File: config.mk
export PLATFORM = sky130hd
export DESIGN_NAME = fetch_unit_flat
export DESIGN_NICKNAME = d
export VERILOG_FILES = /design/src/rtl/cpu_pkg.sv /design/src/rtl/fetch_unit_if.sv /design/src/rtl/fetch_unit.sv /design/src/flat_wrapper.sv
export SDC_FILE = /design/constraint.sdc
export NUM_CORES = 1
export LEC_CHECK = 0
export CAP_MARGIN = 40
export CORE_MARGIN = 5
export CORE_UTILIZATION = 42
export CTS_CLUSTER_DIAMETER = 50
export CTS_CLUSTER_SIZE = 40
export DETAILED_ROUTE_END_ITERATION = 7
export GPL_TIMING_DRIVEN = 0
export PLACE_DENSITY = 0.95
export SLEW_MARGIN = 20
export SYNTH_ARGS = -nofsm -noshare
export SYNTH_HDL_FRONTEND = slang
export SYNTH_SLANG_ARGS = --single-unit
File: constraint.sdc
create_clock -name clk -period 3.3 [get_ports clk]
set_input_delay 0.66 -clock clk [delete_from_list [all_inputs] [get_ports clk]]
set_output_delay 0.66 -clock clk [all_outputs]
set_load 0.05 [all_outputs]
File: src/rtl/cpu_pkg.sv
// ---------------------------------------------------------------------------
// cpu_pkg
// Shared definitions for the small CPU slice: opcode constants used by the
// decoder, instruction field widths, the default program counter width and
// the encoding of the fetch unit state machine.
// ---------------------------------------------------------------------------
package cpu_pkg;

    // Instruction byte layout: upper 5 bits opcode, lower 3 bits operand
    localparam int OPCODE_W  = 5;
    localparam int OPERAND_W = 3;
    localparam int INSTR_W   = OPCODE_W + OPERAND_W;

    // Default instruction address width
    localparam int PC_W_DEFAULT = 8;

    // Opcodes (formerly private to the decoder source)
    localparam logic [OPCODE_W-1:0] OP_LI  = 5'h01;
    localparam logic [OPCODE_W-1:0] OP_LD  = 5'h02;
    localparam logic [OPCODE_W-1:0] OP_ST  = 5'h03;
    localparam logic [OPCODE_W-1:0] OP_INC = 5'h11;

    // Fetch state encoding, 3-bit binary
    localparam int FETCH_STATE_W = 3;
    localparam logic [FETCH_STATE_W-1:0] ST_IDLE     = 3'd0;
    localparam logic [FETCH_STATE_W-1:0] ST_FETCH    = 3'd1;
    localparam logic [FETCH_STATE_W-1:0] ST_ISSUE    = 3'd2;
    localparam logic [FETCH_STATE_W-1:0] ST_WAIT_MEM = 3'd3;
    localparam logic [FETCH_STATE_W-1:0] ST_HALTED   = 3'd4;

    // True when the instruction needs the data-memory path
    function automatic logic is_mem_op(input logic [INSTR_W-1:0] instr);
        logic [OPCODE_W-1:0] opcode;
        opcode = instr[INSTR_W-1:OPERAND_W];
        return (opcode == OP_LD) || (opcode == OP_ST);
    endfunction

endpackage

File: src/rtl/fetch_unit_if.sv
// ---------------------------------------------------------------------------
// fetch_unit_if
// Instruction-memory request bus between the fetch unit and memory.
//   imem_req    fetch request valid (fetch unit -> memory)
//   imem_addr   fetch address       (fetch unit -> memory)
//   imem_ready  memory accepts and returns data this cycle (memory -> fetch)
//   imem_rdata  instruction byte, valid with imem_req & imem_ready
// Modports: master = fetch unit side, slave = memory side.
// ---------------------------------------------------------------------------
interface fetch_unit_if #(
    parameter int PC_W = 8
);
    logic            imem_req;
    logic [PC_W-1:0] imem_addr;
    logic            imem_ready;
    logic [7:0]      imem_rdata;

    modport master (
        output imem_req,
        output imem_addr,
        input  imem_ready,
        input  imem_rdata
    );

    modport slave (
        input  imem_req,
        input  imem_addr,
        output imem_ready,
        output imem_rdata
    );
endinterface

File: src/rtl/fetch_unit.sv
// ---------------------------------------------------------------------------
// fetch_unit
// Instruction-fetch front end. Owns the program counter, requests bytes from
// instruction memory with a valid/ready handshake, presents each byte to the
// decoder for one issue cycle and then follows the decoder feedback
// (advance, jump, or wait for a data-memory op to complete).
//
// Ports:
//   clk           system clock, rising edge
//   reset         asynchronous, active-low reset
//   imem          instruction-memory bus (master side)
//   instr         held instruction byte to the decoder
//   instr_valid   one-cycle issue strobe for instr
//   pc            address of the instruction currently in instr
//   increment_pc  decoder feedback: non-memory op, advance now
//   mem_done      data-memory op completed (only looked at in WAIT_MEM)
//   jump_en       taken jump (looked at in ISSUE and WAIT_MEM)
//   jump_target   jump destination
//   halt          stop fetching after the current instruction retires
// ---------------------------------------------------------------------------
module fetch_unit
    import cpu_pkg::*;
#(
    parameter int              PC_W     = PC_W_DEFAULT,
    parameter logic [PC_W-1:0] RESET_PC = '0
) (
    input  logic                 clk,
    input  logic                 reset,
    fetch_unit_if.master         imem,
    output logic [INSTR_W-1:0]   instr,
    output logic                 instr_valid,
    output logic [PC_W-1:0]      pc,
    input  logic                 increment_pc,
    input  logic                 mem_done,
    input  logic                 jump_en,
    input  logic [PC_W-1:0]      jump_target,
    input  logic                 halt
);

    logic [FETCH_STATE_W-1:0] state;
    logic [FETCH_STATE_W-1:0] state_next;
    logic [PC_W-1:0]          pc_next;
    logic [INSTR_W-1:0]       instr_next;
    logic [FETCH_STATE_W-1:0] retire_state;

    // Bus outputs come only from registered state, so there is no
    // combinational path from any input to the memory request.
    assign imem.imem_req  = (state == ST_FETCH);
    assign imem.imem_addr = pc;
    assign instr_valid    = (state == ST_ISSUE);

    // Where to go once the current instruction retires; halt is only
    // honoured here, so a halt seen earlier waits for the retire.
    assign retire_state = halt ? ST_HALTED : ST_FETCH;

    always_comb begin
        state_next = state;
        pc_next    = pc;
        instr_next = instr;
        case (state)
            ST_IDLE: begin
                state_next = ST_FETCH;
            end
            ST_FETCH: begin
                if (imem.imem_ready) begin
                    instr_next = imem.imem_rdata;
                    state_next = ST_ISSUE;
                end
            end
            ST_ISSUE: begin
                // A taken jump overrides the decoder's advance request
                if (jump_en) begin
                    pc_next    = jump_target;
                    state_next = retire_state;
                end else if (increment_pc) begin
                    pc_next    = pc + PC_W'(1);
                    state_next = retire_state;
                end else begin
                    state_next = ST_WAIT_MEM;
                end
            end
            ST_WAIT_MEM: begin
                if (mem_done) begin
                    pc_next    = jump_en ? jump_target : pc + PC_W'(1);
                    state_next = retire_state;
                end
            end
            ST_HALTED: begin
                state_next = ST_HALTED;
            end
            default: begin
                state_next = ST_IDLE;
            end
        endcase
    end

    always_ff @(posedge clk or negedge reset) begin
        if (!reset) begin
            state <= ST_IDLE;
            pc    <= RESET_PC;
            instr <= '0;
        end else begin
            state <= state_next;
            pc    <= pc_next;
            instr <= instr_next;
        end
    end

endmodule

File: src/flat_wrapper.sv
// flat-port wrapper written by rule: the top's interface ports become plain ports
module fetch_unit_flat import cpu_pkg::*;
#(
    parameter int              PC_W     = PC_W_DEFAULT,
    parameter logic [PC_W-1:0] RESET_PC = '0
)
  (clk, reset, instr, instr_valid, pc, increment_pc, mem_done, jump_en, jump_target, halt, imem_imem_req, imem_imem_addr, imem_imem_ready, imem_imem_rdata);
  fetch_unit_if #(.PC_W(PC_W)) imem_i ();
  input  logic clk;
  input  logic reset;
  output logic [INSTR_W-1:0] instr;
  output logic instr_valid;
  output logic [PC_W-1:0] pc;
  input  logic increment_pc;
  input  logic mem_done;
  input  logic jump_en;
  input  logic [PC_W-1:0] jump_target;
  input  logic halt;
  output wire logic [$bits(imem_i.imem_req)-1:0] imem_imem_req;
  output wire logic [$bits(imem_i.imem_addr)-1:0] imem_imem_addr;
  input wire logic [$bits(imem_i.imem_ready)-1:0] imem_imem_ready;
  input wire logic [$bits(imem_i.imem_rdata)-1:0] imem_imem_rdata;
  assign imem_imem_req = imem_i.imem_req;
  assign imem_imem_addr = imem_i.imem_addr;
  assign imem_i.imem_ready = imem_imem_ready;
  assign imem_i.imem_rdata = imem_imem_rdata;
  fetch_unit #(.PC_W(PC_W), .RESET_PC(RESET_PC)) u_core (.clk(clk), .reset(reset), .imem(imem_i), .instr(instr), .instr_valid(instr_valid), .pc(pc), .increment_pc(increment_pc), .mem_done(mem_done), .jump_en(jump_en), .jump_target(jump_target), .halt(halt));
endmodule
==> reports/results.tsv <==
stage	metric	value	unit
floorplanning	CORE AREA	2230	µm²
synthesis	syn nets	122	
floorplanning	row count	17	
placement	routability cong.	0.794	
clocking	hold buffer count at CTS	0	
synthesis	mapped cell area	983	µm²
grt	initial antenna violation count	0	
placement	hpwl dp	2130	µm
finish	FILL cells	166	
drt	remaining antenna violation count	0	
clocking	post-CTS sizing	0	
clocking	Worst-path clk slew	0.10	ns
drt	Pre-Repair DR Iteration Count	4	
synthesis	number of synthesized flops with an enable pin	0	
critical_path	path depth of the worst reg2reg path	4	
synthesis	top cells by area, synth	dfrtp_1 (48%), mux2_2 (9.2%), buf_4 (6.1%)	
drt	WL final	2640	µm
finish	layout net count	176	
pwr	leak pwr	0.631	nW
clocking	clock latency on the worst-skew pair	0.29	ns
critical_path	crit path max fanout	6	
pwr	NetSw	0.000924	W
clocking	clock sinks	19	
timing	Final Setup Violations	0	
synthesis	synth warn	0	
synthesis	main flop type after synthesis	dfrtp_1	
critical_path	endpoint type of the worst setup path	output pin	
synthesis	count leader, synth	dfrtp_1	
pwr	Clk pwr share	6.4	%
clocking	Post-CTS Setup Bufs	0	
critical_path	Setup crit start kind	flip-flop	
synthesis	Mapped Avg Cell Area	10.0	µm²
finish	layout cell share with drive strength beyond 1	14.6	%
timing	Fin. Hold Viols	0	
critical_path	Setup CP Type	reg -> out	
synthesis	Synth area leader	dfrtp_1	
clocking	CTS tree	built	
pwr	Cell Int Power	0.000842	W
grt	GRT Overall Usage	17.1	%
floorplanning	Chip Width	58.4	µm
pwr	Cell Pwr Density	1150	nW/µm²
pwr	part of the power in registers	26.2	%
timing	Slew Viols, Final	0	
finish	area grow syn2layout	56.6	%
floorplanning	# IOs	49	
grt	first-pass GRT wire length	4550	µm
clocking	number of H-tree levels	1	
timing	Rel. slew slack	62.3	%
drt	drt drc	0	
timing	period utilisation layout	76.1	%
run_status	status	finished clean	
drt	First DRT Iteration DRCs	22	
grt	vias in the first global route	1035	
synthesis	Seq/Total Area, Yosys	48.3	%
pwr	Max VDD drop	0.695	mV
synthesis	async set or reset register ratio after synthesis	100	%
timing	setup TNS	0	ns
pwr	Combinational Power Share	67.4	%
critical_path	Critical Path AT	1.85	ns
synthesis	Synth cell types	31	
floorplanning	starting density of the core	44.0	%
grt	total gr overflow	0	
synthesis	Synth Instances	98	
min_path	Hold Path Class	reg -> reg	
floorplanning	vertical die dimension	58.4	µm
pwr	Sw Ratio	52.3	%
finish	final core occ	69.0	%
timing	fin crit period	2.51	ns
synthesis	Synth Register Bits	19	
placement	port buffer count	48	
timing	RSZ-0062 raised after global routing	no	
critical_path	Req. time, crit path	2.64	ns
min_path	worst hold path depth	1	
timing	fmax	398	MHz
timing	Worst Skew	0.00541	ns
synthesis	commonest cells in the netlist	dfrtp_1 (19), o21ai_0 (11), buf_4 (8), mux2_2 (8), nor2_1 (7)	
finish	ANT cells	0	
drt	routed len/inst	14.8	µm
clocking	Root Buffer	clkbuf_4	
timing	worst slew pin tran	0.561	ns
grt	largest net degree at the start of global routing	20	
drt	vias after detailed routing	961	
drt	vias per cell	5.37	
floorplanning	die area	3410	µm²
clocking	clk buf depth	2	
synthesis	Synth top area share	48.3	%
run	maxcap violations	0	
clocking	cts bufs inserted	3	
-- final timing paths --
check | from | end | slack, ns
setup / recovery | u_core.state[1] | imem_imem_req | 0.79
hold / removal | u_core.state[2] | u_core.state[1] | 0.50
setup reg to reg | u_core.state[2] | u_core.imem.imem_addr[4] | 1.59
hold reg to reg | u_core.state[2] | u_core.state[1] | 0.50
max in group asynchronous | reset | u_core.instr[5] | 2.20
min in group asynchronous | reset | u_core.imem.imem_addr[5] | 0.67
-- power groups by stage --
stage / Sequential, W / Combinational [W] / Clock [W]
2_1_floorplan: 0.000770 / 0.000487 / 0
3_3_place_gp: 0.000451 / 0.00117 / 0
3_5_place_dp: 0.000465 / 0.00120 / 0
4_1_cts: 0.000460 / 0.00120 / 0.000118
5_1_grt: 0.000483 / 0.00125 / 0.000124
6_report: 0.000462 / 0.00119 / 0.000113
-- logic make-up after synthesis --
family	after synthesis	share of synthesized area, %
flip-flops	19	48.3
buffers and inverters	12	7.89
adder cells (fa/ha/maj)	1	1.27
AND/OR/NAND/NOR	33	17.7
multiplexers	9	10.2
AO/OA/AOI/OAI	24	14.6
-- registers in the layout, summed over array words and instances, names as in the netlist --
| register | flops |
|---|---|
| u_core.instr | 8 |
| u_core.state | 3 |
| u_core.imem.imem_addr | 8 |
-- layout make-up --
cell class                      count  area [µm²]  area share (%)
Timing Repair Buffer               49         495            32.2
Sequential cell                    19         475            30.9
Multi-Input combinational cell     67         430            27.9
Buffer                             11        73.8            4.79
Tap cell                           28        35.0            2.27
Clock buffer                        4        26.3            1.71
Inverter                            1        3.75           0.244
-- per-layer routing --
layer	vias to the layer above	global-route usage, %	part of all wire (%)
li1	458	-	-
met1	455	19.5	37
met2	40	30.3	55
met3	8	1.54	5.3
met4	0	10.6	3.0
met5	-	0	0
-- cell usage in the layout (no fill, tap or decap), types with 2 or more instances in the layout --
master and count:
clkdlybuf4s50_1 48, dfrtp_1 19, o21ai_0 11, mux2_2 8, buf_4 8, nor2_1 7, nand2_1 6, a21oi_1 5
nand3_1 4, nor3_1 3, clkbuf_4 3, nand2b_1 2, nor2b_1 2, buf_2 2, clkbuf_1 2, a2bb2oi_1 2
a31oi_1 2
-- critical path: stages, from the launching register on --
cell and delay [ns]:
dfrtp_1 0.44, nor3b_1 0.27, clkdlybuf4s50_1 0.85
-- stage by stage --
| stage | total power, W | setup slack (ns) | instance area (µm²) | cells | hold slack, ns |
|---|---|---|---|---|---|
| CTS | 0.00178 | 0.775 | 1530 | 178 | 0.495 |
| floorplan | 0.00126 | 0.803 | 983 | 98 | 0.364 |
| detailed placement | 0.00166 | 0.856 | 1500 | 174 | 0.478 |
| global placement | 0.00162 | 0.898 | 1500 | 174 | 0.462 |
| finish | 0.00177 | 0.789 | 1540 | 179 | 0.500 |
| global route | 0.00186 | 0.642 | 1540 | 179 | 0.529 |
Power figures use the tool's default switching activity.
